==> src/rtl/cc_io_bridge.sv <==
// Port-mapped I/O bridge: decodes the processor port bus, buffers inbound command bytes in an
// RX FIFO, holds one outbound TX byte and raises an acknowledged interrupt.
module cc_io_bridge #(
   parameter int unsigned FIFO_AW      = 3,
   parameter logic [7:0]  PORT_RXDATA  = 8'h00,
   parameter logic [7:0]  PORT_STATUS  = 8'h01,
   parameter logic [7:0]  PORT_TXDATA  = 8'h02,
   parameter logic [7:0]  PORT_IRQEN   = 8'h03,
   parameter logic [7:0]  PORT_RXCOUNT = 8'h04
) (
   input  logic       clk,
   input  logic       reset,
   input  logic [7:0] rx_data,
   input  logic       rx_valid,
   output logic [7:0] tx_data,
   output logic       tx_valid,
   input  logic       tx_ready,
   input  logic [7:0] port_id,
   input  logic [7:0] port_out,
   output logic [7:0] port_in,
   input  logic       write_strobe,
   input  logic       read_strobe,
   output logic       interrupt,
   input  logic       interrupt_ack
);

   localparam int unsigned DEPTH = 2 ** FIFO_AW;
   localparam logic [FIFO_AW-1:0] PTR_INC = FIFO_AW'(1);
   localparam logic [FIFO_AW:0]   CNT_INC = (FIFO_AW + 1)'(1);

   logic [7:0]         mem [DEPTH];
   logic [FIFO_AW-1:0] wr_ptr_q, wr_ptr_d;
   logic [FIFO_AW-1:0] rd_ptr_q, rd_ptr_d;
   logic [FIFO_AW:0]   count_q, count_d;
   logic               rx_ovf_q, rx_ovf_d;
   logic               tx_drop_q, tx_drop_d;
   logic [7:0]         tx_data_q, tx_data_d;
   logic               tx_valid_q, tx_valid_d;
   logic [1:0]         irqen_q, irqen_d;
   logic               interrupt_q, interrupt_d;
   logic [7:0]         port_in_q, port_in_d;

   logic empty, full;
   logic pop, push, ovf_ev;
   logic status_clr;
   logic tx_wr, tx_load, tx_drop_ev, tx_hs;
   logic ev_rx, ev_tx;
   logic [7:0] head;

   // count never exceeds DEPTH, so its MSB alone flags full
   assign empty = (count_q == '0);
   assign full  = count_q[FIFO_AW];
   assign head  = empty ? 8'h00 : mem[rd_ptr_q];

   assign pop        = read_strobe & (port_id == PORT_RXDATA) & ~empty;
   assign push       = rx_valid & (~full | pop);
   assign ovf_ev     = rx_valid & full & ~pop;
   assign status_clr = read_strobe & (port_id == PORT_STATUS);

   assign tx_wr      = write_strobe & (port_id == PORT_TXDATA);
   assign tx_load    = tx_wr & ~tx_valid_q;
   assign tx_drop_ev = tx_wr & tx_valid_q;
   assign tx_hs      = tx_valid_q & tx_ready;

   assign ev_rx = irqen_q[0] & push;
   assign ev_tx = irqen_q[1] & tx_hs;

   always_comb begin
      wr_ptr_d = wr_ptr_q;
      rd_ptr_d = rd_ptr_q;
      count_d  = count_q;
      if (push) begin
         wr_ptr_d = wr_ptr_q + PTR_INC;
      end
      if (pop) begin
         rd_ptr_d = rd_ptr_q + PTR_INC;
      end
      unique case ({push, pop})
         2'b10:   count_d = count_q + CNT_INC;
         2'b01:   count_d = count_q - CNT_INC;
         default: count_d = count_q;
      endcase
   end

   // A fresh event in the clearing cycle wins over the clear
   always_comb begin
      rx_ovf_d  = ovf_ev | (rx_ovf_q & ~status_clr);
      tx_drop_d = tx_drop_ev | (tx_drop_q & ~status_clr);
   end

   always_comb begin
      tx_data_d  = tx_data_q;
      tx_valid_d = tx_valid_q;
      if (tx_load) begin
         tx_data_d  = port_out;
         tx_valid_d = 1'b1;
      end else if (tx_hs) begin
         tx_valid_d = 1'b0;
      end
   end

   always_comb begin
      irqen_d = irqen_q;
      if (write_strobe && (port_id == PORT_IRQEN)) begin
         irqen_d = port_out[1:0];
      end
      interrupt_d = ev_rx | ev_tx | (interrupt_q & ~interrupt_ack);
   end

   always_comb begin
      port_in_d = 8'h00;
      unique case (port_id)
         PORT_RXDATA:  port_in_d = head;
         PORT_STATUS:  port_in_d = {3'b000, tx_drop_q, tx_valid_q, rx_ovf_q, full, ~empty};
         PORT_IRQEN:   port_in_d = {6'b000000, irqen_q};
         PORT_RXCOUNT: port_in_d = {{(7 - FIFO_AW){1'b0}}, count_q};
         default:      port_in_d = 8'h00;
      endcase
   end

   always_ff @(posedge clk) begin
      if (!reset) begin
         wr_ptr_q    <= '0;
         rd_ptr_q    <= '0;
         count_q     <= '0;
         rx_ovf_q    <= 1'b0;
         tx_drop_q   <= 1'b0;
         tx_data_q   <= 8'h00;
         tx_valid_q  <= 1'b0;
         irqen_q     <= 2'b00;
         interrupt_q <= 1'b0;
         port_in_q   <= 8'h00;
      end else begin
         wr_ptr_q    <= wr_ptr_d;
         rd_ptr_q    <= rd_ptr_d;
         count_q     <= count_d;
         rx_ovf_q    <= rx_ovf_d;
         tx_drop_q   <= tx_drop_d;
         tx_data_q   <= tx_data_d;
         tx_valid_q  <= tx_valid_d;
         irqen_q     <= irqen_d;
         interrupt_q <= interrupt_d;
         port_in_q   <= port_in_d;
      end
   end

   // Storage needs no reset: an empty FIFO never exposes its contents
   always_ff @(posedge clk) begin
      if (reset && push) begin
         mem[wr_ptr_q] <= rx_data;
      end
   end

   assign tx_data   = tx_data_q;
   assign tx_valid  = tx_valid_q;
   assign interrupt = interrupt_q;
   assign port_in   = port_in_q;

endmodule
==> config.mk <==
export PLATFORM = sky130hd
export DESIGN_NAME = cc_io_bridge
export DESIGN_NICKNAME = d
export VERILOG_FILES = /design/src/rtl/cc_io_bridge.sv
export SDC_FILE = /design/constraint.sdc
export NUM_CORES = 1
export LEC_CHECK = 0
export CAP_MARGIN = 20
export CORE_AREA = 2 2 94 96
export DETAILED_ROUTE_END_ITERATION = 10
export DIE_AREA = 0 0 96 98
export DONT_BUFFER_PORTS = 1
export GPL_TIMING_DRIVEN = 0
export MAX_ROUTING_LAYER = met4
export SLEW_MARGIN = 20
export SYNTH_ARGS = -nofsm -noshare
export SYNTH_HDL_FRONTEND = slang
export SYNTH_SLANG_ARGS = --single-unit
==> constraint.sdc <==
create_clock -name clk -period 3.6 [get_ports clk]
set_input_delay 0.18 -clock clk [delete_from_list [all_inputs] [get_ports clk]]
set_output_delay 0.18 -clock clk [all_outputs]
set_load 0.01 [all_outputs]
# After elaboration in Yosys (flattened, before gate mapping)
# Memories as Yosys holds them, arrays and structs flattened. A register that Yosys moved wholly into a read port is not among the register bits.
# Cells that the tools add are included.
# word_totals
mem_bits_rw	64
out_inout_bits	18
in_bits	31
reg_bits	32
n_memories	1
elab_cells	62
# op_classes
n_mux	9
addsub	4
n_bitwise	26
n_eq_ne	6
n_reduce_logical	6
# memory_table
name	depth	width	rd	rd_clocked_by_memory_dff	wr	line	source
mem	8	8	1	1	1	31	logic [7:0] mem [DEPTH];
# op_table
op	n
one-hot mux 8 bit (4 select lines)	1
== test 8 x 2 -> 1 bit, second input constant	2
AND 1 bit	15
== test 8 x 1 -> 1 bit, second input constant	1
== test 8 x 3 -> 1 bit, second input constant	1
zero test 8 bit	1
two-way mux 8 bit	1
one-hot mux 4 bit (2 select lines)	1
adder 3 x 1 -> 3 bit, second input constant	2
two-way mux 3 bit	2
NOT 1 bit	6
bitwise OR 1 bit	5
adder 4 x 1 -> 4 bit, second input constant	1
zero test 4 bit	1
two-way mux 1 bit	4
nonzero test 2 bit	2
subtractor 4 x 1 -> 4 bit, second input constant	1
== test 2 x 1 -> 1 bit, second input constant	1
== test 2 bit, second input constant	1
logical AND 1 bit	2

# Logic depth before layout (Yosys ltp)
# Gate-level depths: netlist (run 1).
# logic_depth
ltp_word	8
depth_mapped	11
mapped_depth_nobuf	10

# Least setup slack after synthesis (run 1)
# No wires, ideal clock.
# synth_timing
kind	input-to-reg
from	input port port_id[1]
to	register count_q[2]
arrival_ps	2638
n_path_buf	1
stages	10
setup_ps	76
required_ps	3524
setup_slack_ps	887
path_cell_list	buf_2 -> or4b_2 -> nor4_2 -> ha_1 -> xor2_1 -> ha_1 -> a21oi_1 -> xor2_1 -> or3_1 -> a21boi_0
# synth_via
elab_chain_cells	7
elab_cells_between_ends	9
classes_between	eq/ne: 2; mux: 1; bitwise: 4; reduce/logical: 2
# synth_rtl
item	line	source
start, declared	18	input logic [7:0] port_id,
zero test 8 bit *	55	assign pop = read_strobe & (port_id == PORT_RXDATA) & ~empty;
AND 1 bit * (2 in series)	55	
named net pop	44	logic pop, push, ovf_ev;
bitwise OR 1 bit	56	assign push = rx_valid & (~full | pop);
AND 1 bit	56	
== test 2 x 1 -> 1 bit / == test 2 bit (equally long branches)	78	unique case ({push, pop})
one-hot mux 4 bit (2 select lines) / nonzero test 2 bit (equally long branches)	-	
end signal, assigned	136	count_q <= count_d;
end, declared	34	logic [FIFO_AW:0] count_q, count_d;
# Mark *: on every way through the listed nets, which the timed path passes. The rest lies on a longest branch.
# A chain may end at the register's enable or synchronous reset.

# Worst setup path after layout (run 1)
# layout_timing
from	register count_q[3]
to	register count_q[2]
# layout_via
elab_chain_cells	7
elab_cells_between_ends	10
classes_between	eq/ne: 2; mux: 1; bitwise: 5; reduce/logical: 2
# layout_rtl
item	line	source
zero test 4 bit *	51	assign empty = (count_q == '0);
NOT 1 bit *	55	
AND 1 bit *	55	
named net pop	44	
bitwise OR 1 bit	56	
AND 1 bit	56	
== test 2 x 1 -> 1 bit / == test 2 bit (equally long branches)	78	
one-hot mux 4 bit (2 select lines) / nonzero test 2 bit (equally long branches)	-	
# Marks and branches as above.

==> results of run 1 <==
registers in the layout, summed over array words and instances, names as in the netlist, named ones only:
| register | flops |
|---|---|
| port_in | 8 |
| tx_data | 8 |
| count_q | 4 |
| irqen_q | 2 |
| interrupt | 1 |
| tx_drop_q | 1 |
| rd_ptr_q | 3 |
| mem | 64 |
| rx_ovf_q | 1 |
| tx_valid | 1 |
| wr_ptr_q | 3 |
cells by family after synthesis:
family / Yosys count / synth area share
simple gates: 80 / 0.105
fa+ha+maj: 5 / 0.0153
flops: 99 / 0.640
mux: 38 / 0.142
xor+xnor: 4 / 0.00856
compound gates: 32 / 0.0614
buf+inv: 23 / 0.0275
placed cells by master (no fill, tap or decap), types with 3 or more instances in the layout:
| cell type | synthesis | layout |
|---|---|---|
| inv_1 | 5 | 5 |
| buf_1 | 5 | 5 |
| and2_1 | 3 | 3 |
| clkbuf_8 | 0 | 9 |
| a22oi_1 | 3 | 3 |
| buf_2 | 3 | 3 |
| nor2_1 | 6 | 6 |
| nand2_1 | 30 | 30 |
| mux2i_1 | 21 | 21 |
| dfxtp_1 | 35 | 35 |
| clkbuf_1 | 7 | 8 |
| nand2b_1 | 4 | 4 |
| ha_1 | 5 | 5 |
| mux4_2 | 16 | 16 |
| a21oi_1 | 5 | 5 |
| nor2_2 | 3 | 3 |
| nor3_2 | 0 | 3 |
| o21ai_0 | 8 | 8 |
| nand3_1 | 6 | 6 |
| edfxtp_1 | 64 | 64 |
| buf_6 | 3 | 3 |
| buf_4 | 0 | 3 |
| dlygate4sd3_1 | 0 | 19 |
| xor2_1 | 3 | 3 |
| clkinv_4 | 0 | 3 |
| or3_1 | 4 | 4 |
| nor2b_1 | 4 | 4 |
cell type report:
class / instances / area [um^2]
Fill cell: 687 / 3800
Sequential cell: 99 / 2620
Multi-Input combinational cell: 159 / 1390
Timing Repair Buffer: 22 / 213
Tap cell: 108 / 135
Clock buffer: 10 / 128
Buffer: 18 / 93.8
Clock inverter: 6 / 60.1
Inverter: 5 / 18.8
power groups by stage:
stage          Clock (mW)  Combinational (mW)  Sequential, mW
2_1_floorplan           0              0.0560            1.25
3_3_place_gp            0              0.0711            1.25
3_5_place_dp            0              0.0742            1.25
4_1_cts             0.691              0.0987            1.23
5_1_grt             0.736               0.109            1.23
6_report            0.666              0.0981            1.23
metrics by stage:
step | TNS, ns | total power, mW | cell area [um^2] | instances | hold slack, ns
final | 0 | 1.99 | 4660 | 427 | 0.0365
after global routing | 0 | 2.07 | 4660 | 427 | 0.0268
after CTS | 0 | 2.02 | 4660 | 427 | 0.0197
after detailed placement | 0 | 1.33 | 4280 | 392 | 0.279
after global placement | -0.233 | 1.32 | 4230 | 389 | 0.279
after floorplan | 0 | 1.31 | 4100 | 281 | 0.269
worst paths after layout:
kind,startpoint,depth (start not counted),end
max,count_q[3]$_SDFFE_PN0P_,10,count_q[2]$_SDFFE_PN0P_
min,tx_ready,2,tx_valid$_SDFFE_PN0P_
max reg2reg,count_q[3]$_SDFFE_PN0P_,10,count_q[2]$_SDFFE_PN0P_
min reg2reg,irqen_q[1]$_SDFFE_PN0P_,2,irqen_q[1]$_SDFFE_PN0P_
worst max-delay path, stage by stage, from the launching register on:
cell,delay (ns)
dfxtp_1,0.32
clkbuf_1,0.30
nor4_1,0.16
nor4_2,0.67
ha_1,0.37
xor2_1,0.17
ha_1,0.16
a21oi_1,0.05
xor2_1,0.16
or3_1,0.30
a21boi_0,0.16
per-layer routing:
layer	global-route usage	vias to the layer above
met5	-	-
met4	0.0527	0
met3	0.0417	7
met2	0.283	63
met1	0.256	1170
li1	-	1126
==> impl_metrics.csv, run 1 <==
group,metric,value,unit
logic_synthesis,syn-instance-count,281,
logic_synthesis,yosysUniqueCellTypes,48,
floorplanning,start_util,0.484,
detailed_routing,drt_wl_total,7810,um
pwr,power_density,427,nW/um^2
detailed_routing,drt_iter0_drc,162,
worst_setup_path,crit_path_end_kind,"register",
clocking,clk_path_buf_depth,2,
sta,setup_viol,0,
global_routing,first_global_vias,2356,
clocking,post_cts_resized,0,
global_routing,grt_usage,0.187,
worst_setup_path,worst_setup_path_start_kind,"register",
detailed_routing,routed-wl-met3,392,um
global_routing,antenna_found_initial,0,
worst_setup_path,arrival,3.17,ns
layout,drive_gt1_frac,0.185,
clocking,clock_sinks,99,
layout,syn_to_final_growth,13.8,%
clocking,cts_hold_buf,19,
worst_setup_path,required,3.89,ns
detailed_routing,routed.top_layer,"met4",
logic_synthesis,synth_seq_cells,99,
sta,fin_worst_skew,0.0113,ns
run_status,status,"finished, final reports clean",
sta,worst_slack,0.720,ns
logic_synthesis,synth_top_area_cell,"edfxtp_1",
placement,place_ws,0.545,ns
floorplanning,rows,34,
logic_synthesis,synth.avg_cell_area,14.6,um^2
pwr,ir_drop,210,uV
detailed_routing,drc_errors,0,
detailed_routing,route.met2.wl,3760,um
floorplanning,dieArea,9410,um^2
placement,portBuffers,0,
floorplanning,core-area,8470,um^2
logic_synthesis,synth_most_common_cell,"edfxtp_1",
worst_setup_path,path_class,"reg2reg",
floorplanning,dieHeight,98,um
detailed_routing,vias,2366,
layout,finish.utilization,0.551,
global_routing,grt_max_degree,19,
sta,maxSlewViolCount,0,
logic_synthesis,async_reset_ff_frac,0,
sta,period_share,0.800,
floorplanning,num_io_pins,49,
logic_synthesis,ys_seq_area_frac,0.640,
clocking,postCtsSetupBuffers,0,
sta,hold_viol,0,
pwr,p_int,1.53,mW
logic_synthesis,synthDominantCellAreaShare,0.469,
logic_synthesis,synth_area_leaders,"edfxtp_1 (47%), dfxtp_1 (17%), mux4_2 (8.8%)",
clocking,numCtsBuffers,9,
logic_synthesis,synth_ff_type,"edfxtp_1",
sta,tightestPinTransition,0.921,ns
pwr,clkPwrFrac,0.334,
pwr,sw_frac_of_total,0.233,
layout,num_antenna_cells,0,
sta,max_freq,347,MHz
global_routing,grt_overflow,0,
sta,max-slew-margin-rel,0.384,
detailed_routing,postRouteAntennaNets,0,
pwr,p_leak,1.52,nW
placement,dpl.hpwl,5230,um
layout,nets,350,
clocking,cts-root-buf,"clkbuf_8",
logic_synthesis,synth_edf_count,64,
pwr,p_comb_frac,0.049,
worst_hold_path,hold_class,"in2reg",
clocking,clock_latency,0.36,ns
logic_synthesis,yosys_warnings,0,
placement,gp_congestion,0.776,
logic_synthesis,synth_common_cells,"edfxtp_1 (64), dfxtp_1 (35), nand2_1 (30), mux2i_1 (21), mux4_2 (16)",
detailed_routing,via_per_inst,5.54,
run,max_cap_viol_count,0,
worst_setup_path,cp_max_fo,9,
worst_setup_path,r2r_slack,0.72,ns
logic_synthesis,syn-cell-area,4100,um^2
global_routing,grt_pass1_wl,12500,um
detailed_routing,drtPass1Iterations,5,
sta,rsz0062_at_grt,"false",
detailed_routing,wl_per_cell,18.3,um
detailed_routing,drt-met1-wl,3590,um
pwr,switching_power,0.463,mW
clocking,cts_tree,"yes",
logic_synthesis,syn_nets,317,
pwr,seqPwrFrac,0.616,
floorplanning,dieWidth,96,um
clocking,htreeDepth,3,
sta,period_needed,2.88,ns
clocking,path_clk_slew,0.10,ns
Power figures use the tool's default switching activity.
==> inputs of run 2 (changes only) <==
Settings changed: ABC_AREA set to 1.
Clock period 3.6 ns to 3 ns, I/O delays scaled along.
==> impl_metrics.csv, run 2 <==
group,metric,value,unit
global_routing,antenna_found_initial,0,
worst_setup_path,slowest_delay,0.77,ns
worst_hold_path,hold_class,"in2reg",
worst_setup_path,r2r_start,"count_q[3]$_SDFFE_PN0P_",
logic_synthesis,syn-cell-area,4140,um^2
worst_setup_path,cp_max_fo,8,
logic_synthesis,yosysUniqueCellTypes,28,
sta,worst_slack,0.763,ns
worst_hold_path,hp-start,"reset",
worst_hold_path,hold_depth,2,
floorplanning,start_util,0.488,
logic_synthesis,syn-instance-count,412,
detailed_routing,via_per_inst,5.27,
clocking,path_clk_slew,0.10,ns
sta,max_freq,447,MHz
global_routing,gr-usage-met1,0.263,
logic_synthesis,synth_most_common_cell,"nor2_1",
global_routing,grt_pass1_wl,14400,um
detailed_routing,drt_iter0_drc,125,
detailed_routing,drc_errors,0,
floorplanning,rows,34,
global_routing,first_global_vias,2920,
sta,maxSlewViolCount,0,
worst_setup_path,worst_setup_path_start_kind,"register",
clocking,clock_sinks,99,
logic_synthesis,synth_area_leaders,"edfxtp_1 (46%), dfxtp_1 (17%), nor2_1 (6.4%)",
clocking,clk_path_buf_depth,2,
sta,rsz0062_at_grt,"false",
placement,portBuffers,0,
logic_synthesis,synth_ff_type,"edfxtp_1",
sta,setup_viol,0,
floorplanning,dieHeight,98,um
clocking,numCtsBuffers,9,
logic_synthesis,synth_seq_cells,99,
logic_synthesis,synth.avg_cell_area,10.0,um^2
worst_setup_path,r2r.worst_path.cells,6,
layout,largest_reg_flops,64,
sta,fin_worst_skew,0.0120,ns
floorplanning,core-area,8470,um^2
layout,nets,478,
pwr,ir_drop,211,uV
logic_synthesis,synthDominantCellAreaShare,0.465,
global_routing,top_usage_layer,"met2",
detailed_routing,wl_per_cell,16.0,um
logic_synthesis,synth_top_area_cell,"edfxtp_1",
global_routing,met3_usage,0.0394,
detailed_routing,drt_wl_total,8880,um
global_routing,grt_use_met2,0.341,
worst_setup_path,crit_path_end_kind,"register",
layout,final.fill_count,762,
run,max_cap_viol_count,0,
clocking,cts_tree,"yes",
placement,dpl.hpwl,5960,um
worst_setup_path,crit_chain,"inv_2, nand4_4, nand3_4, nand2_4, nand3_1, nor2_1",
layout,syn_to_final_growth,13.3,%
layout,finish.utilization,0.553,
clocking,post_cts_resized,0,
detailed_routing,drtPass1Iterations,4,
sta,max-slew-margin-rel,0.363,
logic_synthesis,ys_seq_area_frac,0.634,
placement,place_ws,0.748,ns
logic_synthesis,synth_common_cells,"nor2_1 (70), edfxtp_1 (64), nand2_1 (49), o21ai_0 (46), inv_1 (43)",
worst_setup_path,r2r_slack,0.76,ns
floorplanning,num_io_pins,49,
worst_setup_path,arrival,2.22,ns
pwr,p_leak,1.75,nW
clocking,clock_latency,0.36,ns
worst_setup_path,setup.worst_path.start,"count_q[3]$_SDFFE_PN0P_",
worst_hold_path,min_to,"interrupt$_SDFF_PN0_",
logic_synthesis,synth_edf_count,64,
logic_synthesis,syn_nets,448,
global_routing,grt_max_degree,18,
clocking,htreeDepth,3,
floorplanning,dieWidth,96,um
sta,tightestPinTransition,0.952,ns
detailed_routing,postRouteAntennaNets,0,
layout,final_common_cell,"nor2_1",
layout,layout_common_cells,"nor2_1 (70), edfxtp_1 (64), nand2_1 (49)",
placement,gp_congestion,0.778,
sta,fin_setup_tns,0,ns
floorplanning,dieArea,9410,um^2
layout,num_antenna_cells,0,
layout,drive_gt1_frac,0.0761,
clocking,cts-root-buf,"clkbuf_8",
sta,period_needed,2.24,ns
detailed_routing,vias,2923,
global_routing,grt_usage,0.210,
pwr,power_density,542,nW/um^2
worst_setup_path,r2r-end,"mem[5][0]$_DFFE_PP_",
sta,period_share,0.746,
global_routing,grt_overflow,0,
logic_synthesis,yosys_warnings,0,
worst_setup_path,crit_slowest_cell,"nor2_1",
worst_setup_path,path_class,"reg2reg",
sta,hold_viol,0,
layout,largest-register,"mem",
logic_synthesis,async_reset_ff_frac,0,
worst_setup_path,required,2.98,ns
run_status,status,"finished, final reports clean",
[run 2: what timing repair did]
item / CTS / global route
buffers inserted: 0 / 0
hold endpoints to repair: 80 / 0
hold buffers: 19 / 0
[run 2: cells by family (layout without fill, tap and decap cells)]
| logic type | Yosys count | in the layout | synth area share |
|---|---|---|---|
| AO/OA/AOI/OAI | 84 | 84 | 0.110 |
| XOR/XNOR | 4 | 4 | 0.00847 |
| adder cells (fa/ha/maj) | 5 | 5 | 0.0151 |
| buffers and inverters | 57 | 92 | 0.0536 |
| flip-flops | 99 | 99 | 0.634 |
| AND/OR/NAND/NOR | 163 | 163 | 0.179 |
[run 2: cell type report]
cell class                      count  area [um^2]  area share
Sequential cell                    99         2620       0.560
Inverter                           44          165      0.0353
Buffer                             13         56.3      0.0120
Timing Repair Buffer               19          190      0.0406
Clock inverter                      7         98.8      0.0211
Multi-Input combinational cell    256         1290       0.276
Tap cell                          108          135      0.0289
Clock buffer                        9          124      0.0264
[run 2: critical path, delay by kind of cell (launching register included)]
| family | cells | cell delay, ns |
|---|---|---|
| simple gates | 5 | 1.26 |
| flops | 1 | 0.52 |
| buf+inv | 1 | 0.09 |
[run 2: layer usage]
layer	wire length, um	vias up
met5	0	-
met4	67	0
met3	485	7
met2	4480	84
met1	3850	1377
li1	-	1455
[run 2: power breakdown]
part	internal (mW)	total, mW	switching [mW]
Combinational	0.0427	0.109	0.0665
Sequential	1.47	1.48	0.0100
Clock	0.478	0.953	0.475
Total	1.99	2.54	0.552
[run 2: metrics by stage]
| step | hold WS (ns) | power, mW | area [um^2] | instances |
|---|---|---|---|---|
| 2_1_floorplan | 0.249 | 1.57 | 4140 | 412 |
| 3_3_place_gp | 0.249 | 1.59 | 4270 | 520 |
| 3_5_place_dp | 0.249 | 1.59 | 4270 | 520 |
| 4_1_cts | 0.00201 | 2.56 | 4680 | 555 |
| 5_1_grt | 0.0385 | 2.62 | 4680 | 555 |
| 6_report | 0.0106 | 2.54 | 4680 | 555 |
[run 2: how the worst max path moves through the flow]
stage                                    endpoint  slack (ns)  cells past startpoint
after floorplan           count_q[2]$_SDFFE_PN0P_        1.10                     14
after global placement        mem[5][0]$_DFFE_PP_        0.79                      6
after detailed placement      mem[5][2]$_DFFE_PP_        0.75                      6
after CTS                     mem[5][0]$_DFFE_PP_        0.73                      6
after global routing          mem[3][3]$_DFFE_PP_        0.64                      6
final                         mem[5][0]$_DFFE_PP_        0.76                      6
==> inputs of run 3 (changes only) <==
Settings changed: ABC_AREA 1 to 0, PLACE_DENSITY set to 0.66.
Clock period 3 ns to 2 ns, I/O delays scaled along.
==> impl_metrics.csv, run 3 (synthesis gave the netlist of run 1 again) <==
group,metric,value,unit
run_status,status,"complete, but fails checks",
run_status,violations,"negative setup slack",
sta,period_needed,2.07,ns
clocking,htreeDepth,3,
layout,layout_common_cells,"edfxtp_1 (64), dfxtp_1 (31), nand2_1 (30)",
sta,hold_viol,0,
clocking,path_clk_slew,0.10,ns
layout,largest-register,"mem",
floorplanning,start_util,0.484,
detailed_routing,drt_iter0_drc,141,
run,max_cap_viol_count,0,
sta,maxSlewViolCount,0,
detailed_routing,drtPass1Iterations,4,
detailed_routing,postRouteAntennaNets,0,
floorplanning,rows,34,
worst_setup_path,crit_path_end_kind,"register",
clocking,cts_tree,"yes",
worst_setup_path,r2r_slack,-0.04,ns
placement,dpl.hpwl,4960,um
sta,max-slew-margin-rel,0.629,
detailed_routing,via_per_inst,5.65,
sta,rsz0062_at_grt,"true",
layout,drive_gt1_frac,0.284,
placement,placed_area,4340,um^2
clocking,clock_latency,0.36,ns
worst_setup_path,endpoint,"count_q[2]$_SDFFE_PN0P_",
placement,gp_congestion,0.830,
worst_setup_path,worst-path-buf-inv,2,
layout,final_common_cell,"edfxtp_1",
layout,finalInstanceArea,5040,um^2
global_routing,grt_pass1_wl,12700,um
sta,fin_setup_tns,-0.0709,ns
worst_setup_path,cp_max_fo,6,
worst_setup_path,path_class,"in2reg",
pwr,p_leak,1.66,nW
worst_setup_path,worst_setup_path_start_kind,"input port",
sta,max_freq,483,MHz
layout,largest_reg_flops,64,
worst_setup_path,crit_chain,"or4_4, buf_6, o41ai_4, inv_2, ha_4, xor2_2, ha_2, a21oi_2, xor2_1, or3_1, a21boi_1",
worst_setup_path,crit_slowest_cell,"or4_4",
clocking,clock_sinks,99,
worst_setup_path,slowest_delay,0.51,ns
floorplanning,core-area,8470,um^2
sta,fin_worst_skew,0.0130,ns
layout,syn_to_final_growth,23.1,%
global_routing,grt_overflow,0,
worst_setup_path,crit_family,"simple AND/OR/NAND/NOR gates",
floorplanning,num_io_pins,49,
floorplanning,dieArea,9410,um^2
pwr,power_density,730,nW/um^2
layout,num_antenna_cells,0,
worst_setup_path,arrival,2.36,ns
sta,worst_slack,-0.0709,ns
clocking,clk_path_buf_depth,2,
detailed_routing,drt_wl_total,8320,um
worst_setup_path,cp.depth,11,
worst_setup_path,r2r-end,"count_q[2]$_SDFFE_PN0P_",
worst_hold_path,hp-start,"port_id[2]",
worst_setup_path,r2r.worst_path.cells,9,
floorplanning,dieWidth,96,um
sta,setup_viol,1,
clocking,numCtsBuffers,9,
global_routing,grt_max_degree,20,
layout,nets,369,
worst_setup_path,r2r_start,"count_q[0]$_SDFFE_PN0P_",
sta,period_share,1.04,
worst_setup_path,setup.worst_path.start,"port_id[7]",
placement,portBuffers,0,
detailed_routing,drc_errors,0,
floorplanning,dieHeight,98,um
sta,tightestPinTransition,0.556,ns
global_routing,grt_usage,0.189,
worst_setup_path,required,2.29,ns
global_routing,antenna_found_initial,0,
global_routing,first_global_vias,2403,
worst_hold_path,hold_class,"in2reg",
pwr,ir_drop,407,uV
clocking,cts-root-buf,"clkbuf_8",
detailed_routing,wl_per_cell,18.7,um
detailed_routing,vias,2520,
## run 3: cell types whose count changed in the layout (fill, tap and decap cells not counted), moves of 16 or more
| cell | delta |
|---|---|
| nor2_1 | -66 |
| buf_4 | +17 |
| mux4_2 | +16 |
| a21oi_1 | -19 |
| o21ai_0 | -38 |
| inv_1 | -39 |
| nand3_1 | -21 |
| nand2_1 | -19 |
| mux2i_1 | +21 |
## run 3: routing by layer
metal	track usage	wire length (um)	vias up
met5	-	0	-
li1	-	-	1167
met2	0.275	4000	90
met1	0.264	3660	1250
met3	0.0401	491	13
met4	0.0670	172	0
## run 3: cell type report
type | count | area (um^2)
flip-flops and latches | 99 | 2640
repair buffers | 44 | 448
clock buffers | 9 | 124
plain buffers | 15 | 96.3
fillers | 660 | 3430
multi-input cells | 159 | 1510
clock inverters | 7 | 72.6
inverters | 5 | 18.8
well taps | 108 | 135
## run 3: what timing repair did
item                                   in CTS  in global routing
resized for setup                          11                  9
pin swaps                                   7                  7
endpoints found under the hold margin      81                  0
setup buffers                               7                 15
hold buffers                               22                  0
setup endpoints to repair                  69                 59
## run 3: worst min path at each step
stage	endpoint	cells after the start
6_report	port_in[0]$_SDFF_PN0_	3
4_1_cts	port_in[0]$_SDFF_PN0_	3
5_1_grt	port_in[0]$_SDFF_PN0_	3
3_5_place_dp	mem[7][5]$_DFFE_PP_	0
2_1_floorplan	port_in[4]$_SDFF_PN0_	1
3_3_place_gp	port_in[4]$_SDFF_PN0_	1
## run 3: per-stage QoR
step / hold slack, ns / total power [mW] / cells / utilization / worst slack (ns)
after floorplan: 0.189 / 2.37 / 281 / - / -0.488
after global placement: 0.196 / 2.40 / 389 / 0.512 / -0.885
after detailed placement: 0.199 / 2.40 / 389 / 0.513 / -0.741
after CTS: 0.00484 / 3.69 / 432 / 0.577 / -0.204
after global routing: 0.0164 / 3.82 / 446 / 0.595 / -0.162
final: 0.0317 / 3.68 / 446 / 0.595 / -0.0709
## run 3: tightest hold or removal path, stage by stage
cell,delay [ns]
or3_1,0.10
a21o_1,0.09
a21oi_1,0.06
## run 3: where the power goes
group,leakage (nW),internal [mW],switching [mW]
registers,0.864,2.19,0.0193
logic,0.697,0.114,0.122
clock network,0.100,0.487,0.743
total,1.66,2.80,0.884
